**config.mk**
```make
export PLATFORM = sky130hd
export DESIGN_NAME = fp_mac_multich
export DESIGN_NICKNAME = d
export VERILOG_FILES = /design/src/rtl/fp_mac_pkg.sv /design/src/rtl/fp_add_norm.sv /design/src/rtl/fp_mac_multich.sv
export SDC_FILE = /design/constraint.sdc
export NUM_CORES = 1
export LEC_CHECK = 0
export ABC_CLOCK_PERIOD_IN_PS = 32500
export BUFFER_PORTS_ARGS = -buffer_cell sky130_fd_sc_hd__buf_2
export CAP_MARGIN = 10
export CORE_ASPECT_RATIO = 1.4
export CORE_UTILIZATION = 65
export DETAILED_ROUTE_END_ITERATION = 7
export GPL_TIMING_DRIVEN = 0
export PLACE_DENSITY = 0.94
export SYNTH_ARGS = -nofsm -noshare
export SYNTH_HDL_FRONTEND = slang
export SYNTH_SLANG_ARGS = --single-unit
```
**constraint.sdc**
```tcl
create_clock -name clk -period 32.5 [get_ports clk]
set_clock_uncertainty 0.05 [all_clocks]
set_input_delay 4.875 -clock clk [delete_from_list [all_inputs] [get_ports clk]]
set_output_delay 4.875 -clock clk [all_outputs]
set_load 0.02 [all_outputs]
```
**src/rtl/fp_mac_pkg.sv**
```systemverilog
// Floating-point format constants, field types and pack/unpack helpers shared
// by the multi-channel MAC datapath. The FP format is fixed here.
package fp_mac_pkg;
  localparam int EXP_W = 5;
  localparam int MAN_W = 10;
  localparam int W     = 1 + EXP_W + MAN_W;
  localparam int BIAS  = 2 ** (EXP_W - 1) - 1;
  localparam int XE_W  = EXP_W + 3;

  localparam logic [EXP_W-1:0] MAX_EXP = {{(EXP_W-1){1'b1}}, 1'b0};
  localparam logic [MAN_W-1:0] MAX_MAN = '1;
  localparam logic signed [XE_W-1:0] XE_ONE = XE_W'(1);
  localparam logic signed [XE_W-1:0] XE_SAT = XE_W'(2 ** EXP_W - 1);

  typedef struct packed {
    logic             sign;
    logic [EXP_W-1:0] exp;
    logic [MAN_W-1:0] man;
  } fp_t;

  typedef struct packed {
    logic             zero;
    logic             sign;
    logic [EXP_W-1:0] exp;
    logic [MAN_W:0]   sig;
  } fp_unp_t;

  // Subnormals become +0; Inf/NaN encodings become max finite of the same sign.
  function automatic fp_t flush_sub(fp_t x);
    fp_t r;
    r = x;
    if (x.exp == '0) begin
      r = '0;
    end else if (x.exp == '1) begin
      r.exp = MAX_EXP;
      r.man = MAX_MAN;
    end
    return r;
  endfunction

  function automatic fp_unp_t unpack(fp_t x);
    fp_t     f;
    fp_unp_t u;
    f      = flush_sub(x);
    u.zero = (f.exp == '0);
    u.sign = f.sign;
    u.exp  = f.exp;
    u.sig  = {~u.zero, f.man};
    return u;
  endfunction

  function automatic fp_t pack_sat(logic sign, logic signed [XE_W-1:0] exp,
                                   logic [MAN_W-1:0] man);
    fp_t r;
    if (exp < XE_ONE) begin
      r = '0;
    end else if (exp >= XE_SAT) begin
      r = {sign, MAX_EXP, MAX_MAN};
    end else begin
      r = {sign, exp[EXP_W-1:0], man};
    end
    return r;
  endfunction
endpackage

```
**src/rtl/fp_add_norm.sv**
```systemverilog
// Combinational FP adder: align the smaller operand, add or subtract, then
// renormalise with a leading-zero shift. Truncates toward zero.
module fp_add_norm
  import fp_mac_pkg::*;
(
  input  logic [W-1:0] a,
  input  logic [W-1:0] b,
  output logic [W-1:0] sum
);
  // Significand plus two guard bits below the LSB.
  localparam int XW = MAN_W + 3;
  localparam logic [EXP_W-1:0] SH_MAX = EXP_W'(MAN_W + 2);

  fp_unp_t ua, ub, big, sml;
  logic [EXP_W-1:0] d;
  logic [XW-1:0] big_x, sml_x, diff, norm;
  logic [XW:0] add_x;
  logic [XE_W-1:0] lz;
  logic found, zero;
  logic signed [XE_W-1:0] r_exp;
  logic [MAN_W-1:0] r_man;

  always_comb begin
    ua    = unpack(fp_t'(a));
    ub    = unpack(fp_t'(b));
    big   = ua;
    sml   = ub;
    if ({ub.exp, ub.sig} > {ua.exp, ua.sig}) begin
      big = ub;
      sml = ua;
    end
    d     = big.exp - sml.exp;
    big_x = {big.sig, 2'b00};
    sml_x = (d >= SH_MAX) ? '0 : ({sml.sig, 2'b00} >> d);
    add_x = '0;
    diff  = '0;
    norm  = '0;
    lz    = '0;
    found = 1'b0;
    r_exp = $signed({3'b000, big.exp});
    r_man = '0;
    if (big.sign == sml.sign) begin
      add_x = {1'b0, big_x} + {1'b0, sml_x};
      zero  = (add_x == '0);
      if (add_x[XW]) begin
        r_exp = r_exp + XE_ONE;
        r_man = add_x[XW-1:3];
      end else begin
        r_man = add_x[XW-2:2];
      end
    end else begin
      diff = big_x - sml_x;
      zero = (diff == '0);
      for (int i = 0; i < XW; i++) begin
        if (!found && diff[XW-1-i]) begin
          lz    = XE_W'(i);
          found = 1'b1;
        end
      end
      norm  = diff << lz;
      r_man = norm[XW-2:2];
      r_exp = r_exp - $signed(lz);
    end
    sum = zero ? '0 : pack_sat(big.sign, r_exp, r_man);
  end
endmodule

```
**src/rtl/fp_mac_multich.sv**
```systemverilog
// Three-stage FP multiply-accumulate with NUM_CH tagged accumulators; a pair
// flagged last emits its channel's sum and clears that accumulator.
module fp_mac_multich
  import fp_mac_pkg::*;
#(
  parameter int NUM_CH = 4,
  parameter int CH_W   = (NUM_CH > 1) ? $clog2(NUM_CH) : 1
) (
  input  logic            clk,
  input  logic            rst,
  input  logic            in_valid,
  output logic            in_ready,
  input  logic [W-1:0]    in_a,
  input  logic [W-1:0]    in_b,
  input  logic [CH_W-1:0] in_ch,
  input  logic            in_last,
  output logic            out_valid,
  input  logic            out_ready,
  output logic [W-1:0]    out_data,
  output logic [CH_W-1:0] out_ch
);
  // Handshake: a transfer happens on a rising edge where valid & ready are
  // both high; out_valid/out_data/out_ch hold until out_ready is seen.
  localparam int NSLOT = 2 ** CH_W;

  function automatic logic [NSLOT-1:0] ch_ok_mask();
    logic [NSLOT-1:0] m;
    for (int i = 0; i < NSLOT; i++) m[i] = (i < NUM_CH);
    return m;
  endfunction
  localparam logic [NSLOT-1:0] CH_OK = ch_ok_mask();
  localparam logic signed [EXP_W+1:0] BIAS_S = (EXP_W + 2)'(BIAS);

  logic stall;
  assign stall    = out_valid & ~out_ready;
  assign in_ready = ~stall;

  // S1 combinational: unpack, exponent sum, full significand product.
  fp_unp_t ua, ub;
  logic signed [EXP_W+1:0] exp_sum_c;
  logic [2*MAN_W+1:0] prod_c;
  assign ua        = unpack(fp_t'(in_a));
  assign ub        = unpack(fp_t'(in_b));
  assign exp_sum_c = $signed({2'b00, ua.exp}) + $signed({2'b00, ub.exp}) - BIAS_S;
  assign prod_c    = {{(MAN_W+1){1'b0}}, ua.sig} * {{(MAN_W+1){1'b0}}, ub.sig};

  logic                    s1_valid, s1_zero, s1_sign, s1_last;
  logic signed [EXP_W+1:0] s1_exp;
  logic [2*MAN_W+1:0]      s1_prod;
  logic [CH_W-1:0]         s1_ch;

  // S2 combinational: product lies in [1,4); normalise and truncate.
  logic signed [XE_W-1:0] n_exp;
  logic [MAN_W-1:0]       n_man;
  logic [W-1:0]           s2_word_c;
  always_comb begin
    n_exp = $signed({s1_exp[EXP_W+1], s1_exp});
    n_man = s1_prod[2*MAN_W-1:MAN_W];
    if (s1_prod[2*MAN_W+1]) begin
      n_exp = n_exp + XE_ONE;
      n_man = s1_prod[2*MAN_W:MAN_W+1];
    end
    s2_word_c = s1_zero ? '0 : pack_sat(s1_sign, n_exp, n_man);
  end

  logic            s2_valid, s2_last;
  logic [W-1:0]    s2_word;
  logic [CH_W-1:0] s2_ch;

  logic [W-1:0] acc [NSLOT];
  logic [W-1:0] sum_c;

  fp_add_norm u_add (
    .a   (acc[s2_ch]),
    .b   (s2_word),
    .sum (sum_c)
  );

  always_ff @(posedge clk) begin
    if (rst) begin
      s1_valid  <= 1'b0;
      s1_zero   <= 1'b0;
      s1_sign   <= 1'b0;
      s1_last   <= 1'b0;
      s1_exp    <= '0;
      s1_prod   <= '0;
      s1_ch     <= '0;
      s2_valid  <= 1'b0;
      s2_last   <= 1'b0;
      s2_word   <= '0;
      s2_ch     <= '0;
      out_valid <= 1'b0;
      out_data  <= '0;
      out_ch    <= '0;
      for (int i = 0; i < NSLOT; i++) acc[i] <= '0;
    end else if (!stall) begin
      s1_valid  <= in_valid;
      s1_zero   <= ua.zero | ub.zero;
      s1_sign   <= ua.sign ^ ub.sign;
      s1_last   <= in_last;
      s1_exp    <= exp_sum_c;
      s1_prod   <= prod_c;
      s1_ch     <= in_ch;
      s2_valid  <= s1_valid;
      s2_last   <= s1_last;
      s2_word   <= s2_word_c;
      s2_ch     <= s1_ch;
      out_valid <= 1'b0;
      // Out-of-range channels fall through: no accumulator write, no result.
      if (s2_valid && CH_OK[s2_ch]) begin
        acc[s2_ch] <= s2_last ? '0 : sum_c;
        if (s2_last) begin
          out_valid <= 1'b1;
          out_data  <= sum_c;
          out_ch    <= s2_ch;
        end
      end
    end
  end
endmodule

```
==> flow_summary.toml <==
[status]
status = "finished, final reports clean"

[yosys]
synth_compound_area_share_pct = 18.66
ys_warn_count = 0
yosysUniqueCellTypes = 83
yosysTopAreaCell = "edfxtp_1"
ys_ff_latch = 130
ys_seq_area_share_pct = 23.98
synth_fp_nets = 1890
synth_mux_area_share_pct = 5.311
synthFlopType = "dfxtp_1"
synth_top_family_by_area = "adder cells"
post_synth_instance_area_um2 = 13520
synth-xor-area-share_pct = 2.915
synth_cells = 1657
synthArstFlopShare_pct = 0
avgSynthCellArea_um2 = 8.161
yosys.area_share.simple_pct = 19.55
synth_edf_count = 64
yosys.area_share.adder_pct = 22.50
synth_top_area_share_pct = 14.21
synth_area_leaders = "edfxtp_1, fa_1, ha_1, dfxtp_1, nand2_1"

[timing]
rsz0062_at_grt = "false"
worstMarginPinSlew_ps = 1104
fin_crit_sh_pct = 45.92
fmax_mhz = 67.00
finalSetupViolCount = 0
post-route-min-period_ps = 14920
fin_tns_setup_ps = 0
hold_violations = 0
worst_slack_ps = 17580
maxSlewViolCount = 0
relSlewSlack_pct = 26.38

[global_route]
grt_pass1_vias = 13960
antenna_found_initial = 4
grt_pass1_wl_um = 73220
grt_max_degree = 17
track_usage_pct = 45.74
overflow = 0

[finish]
nets = 1968
final_cell_mix = "nand2_1, nor2_1, inv_1, a21oi_1, ha_1"
final_common_cell = "nand2_1"
fill_cells = 1543
multi_input_area_um2 = 9330
syn_to_final_growth_pct = 9.049
drive_gt1_share_pct = 10.47
seqCellArea_um2 = 3243

[cts]
root_buffer = "clkbuf_16"
htreeDepth = 4
cts_buffers = 17
cts_sinks = 130
clockBufferDepth = 2
cts_repair_resize_count = 0
cts_setup_buffers = 0
clkTransAtPathRegs_ps = 70
holdBufCountCts = 0
cts_tree = "done"
clk-insertion-delay-late_ps = 440

[critical_path]
slowest_delay_ps = 670
required_ps = 32810
cp.arrival_ps = 15240
path_common_cell = "a21oi_1"
critPathSlowestCell = "o21ai_0"
r2r_cells = 55
critical_path_class = "reg2reg"
critPathCaptureType = "flop"
cp_max_fo = 10
crit_path_start_kind = "flop"

[power_and_ir_drop]
peakVddDrop_uv = 94.19
total_power_mw = 1.695
leakage_nw = 6.607
p_per_area_nw_per_um2 = 114.9

[flow_run]
maxCapViolCount = 0

[detailed_routing]
drc = 0
ant_nets = 0
vias_per_cell = 6.795
first_pass_iters = 8
wire_per_inst_um = 23.12
wl_um = 46380
vias = 13630
drt_iter0_drc = 1840

[placement]
gp_congestion = 1.070
hpwlAfterDp_um = 33380
port_buffers = 58
pre_cts_ws_ps = 18440

[hold_path]
hp-class = "reg2reg"
hold_depth = 2

[die]
initial_core_util_pct = 66.03
core_area_um2 = 20480
die_w_um = 123.9
die-area_um2 = 21390
rows = 62
pin_count = 59
die_height_um = 172.7
[report_power, final]
group	leakage, nW	internal, mW	switching (mW)
Clock	0.287	0.115	0.0816
Sequential	1.20	0.193	0.0137
Combinational	5.12	0.467	0.824
[sequential cells by signal, summed over array words and instances (netlist names), 2 cells and up, named ones only]
| signal | cells |
|---|---|
| acc | 64 |
| out_data | 16 |
| s2_word | 16 |
| s1_prod | 12 |
| s1_exp | 7 |
| out_ch | 2 |
| s1_ch | 2 |
| s2_ch | 2 |
[critical path, delay by kind of cell, from the launching register on]
kind | cells | cell delay (ps)
AOI/OAI and AO/OA | 21 | 4690
and+or+nand+nor | 16 | 4430
buffers and inverters | 10 | 2640
adders and majority gates | 5 | 1480
muxes | 1 | 630
xor gates and xnor gates | 2 | 610
DFF | 1 | 320
[metal layers]
metal / wire [um] / global-route usage [%] / up-vias / share of wire, %
li1: - / - / 5889 / -
met1: 14290 / 44.63 / 6278 / 31
met2: 22070 / 72.04 / 1054 / 48
met3: 4670 / 15.93 / 401 / 10
met4: 5238 / 44.64 / 8 / 11
met5: 103 / 7.452 / - / 0.22
[final cells by class]
cell class                      instances  share of cell area, %
Buffer                                 88                  2.444
Timing Repair Buffer                   59                  2.019
Sequential cell                       130                  21.99
Multi-Input combinational cell       1280                  63.27
Clock buffer                           18                  2.910
Antenna cell                            2                0.03394
Tap cell                              256                  2.172
Inverter                              159                  4.047
Clock inverter                         14                  1.111
[synth_stat cells, types with 6 or more instances]
master	instances
edfxtp_1	64
a211oi_1	12
fa_1	82
buf_2	12
mux2_2	13
inv_1	153
and2_1	6
a21o_1	20
nand2_1	213
nor4_1	14
nand3_1	30
or4_1	7
ha_1	112
o21a_1	10
mux4_2	17
nand2b_1	12
buf_1	9
nor2_1	207
o211ai_1	17
nor2b_1	16
a21oi_1	128
or3_1	11
o21ai_0	109
o21bai_1	12
nor3_1	24
o22ai_1	10
clkbuf_1	63
or2_2	15
xor2_1	10
dfxtp_1	66
mux2i_1	16
o21ai_1	11
xnor2_1	35
nand4_1	11
[per-stage QoR]
step	util [%]	instance area [um2]	cells	hold slack (ps)
floorplan	-	13520	1657	378.4
global placement	69.01	14130	1971	382.9
detailed placement	69.05	14140	1971	389.3
CTS	71.95	14730	2003	404.0
global route	71.99	14740	2005	423.9
finish	72.01	14750	2006	398.7
[cells by family after synthesis]
logic type | after synthesis
buffers and inverters | 247
XOR/XNOR | 45
AND/OR/NAND/NOR | 592
AO/OA/AOI/OAI | 401
multiplexers | 48
adder cells (fa/ha/maj) | 194
flip-flops | 130
[worst paths after layout]
check | from | endpoint | slack (ps)
max | flop | out_data[1] | 17580
min | out_data[6] | out_data[6] | 400
max reg2reg | flop | out_data[1] | 17580
min reg2reg | out_data[6] | out_data[6] | 400
No activity file was read; power rests on OpenSTA's default activity.
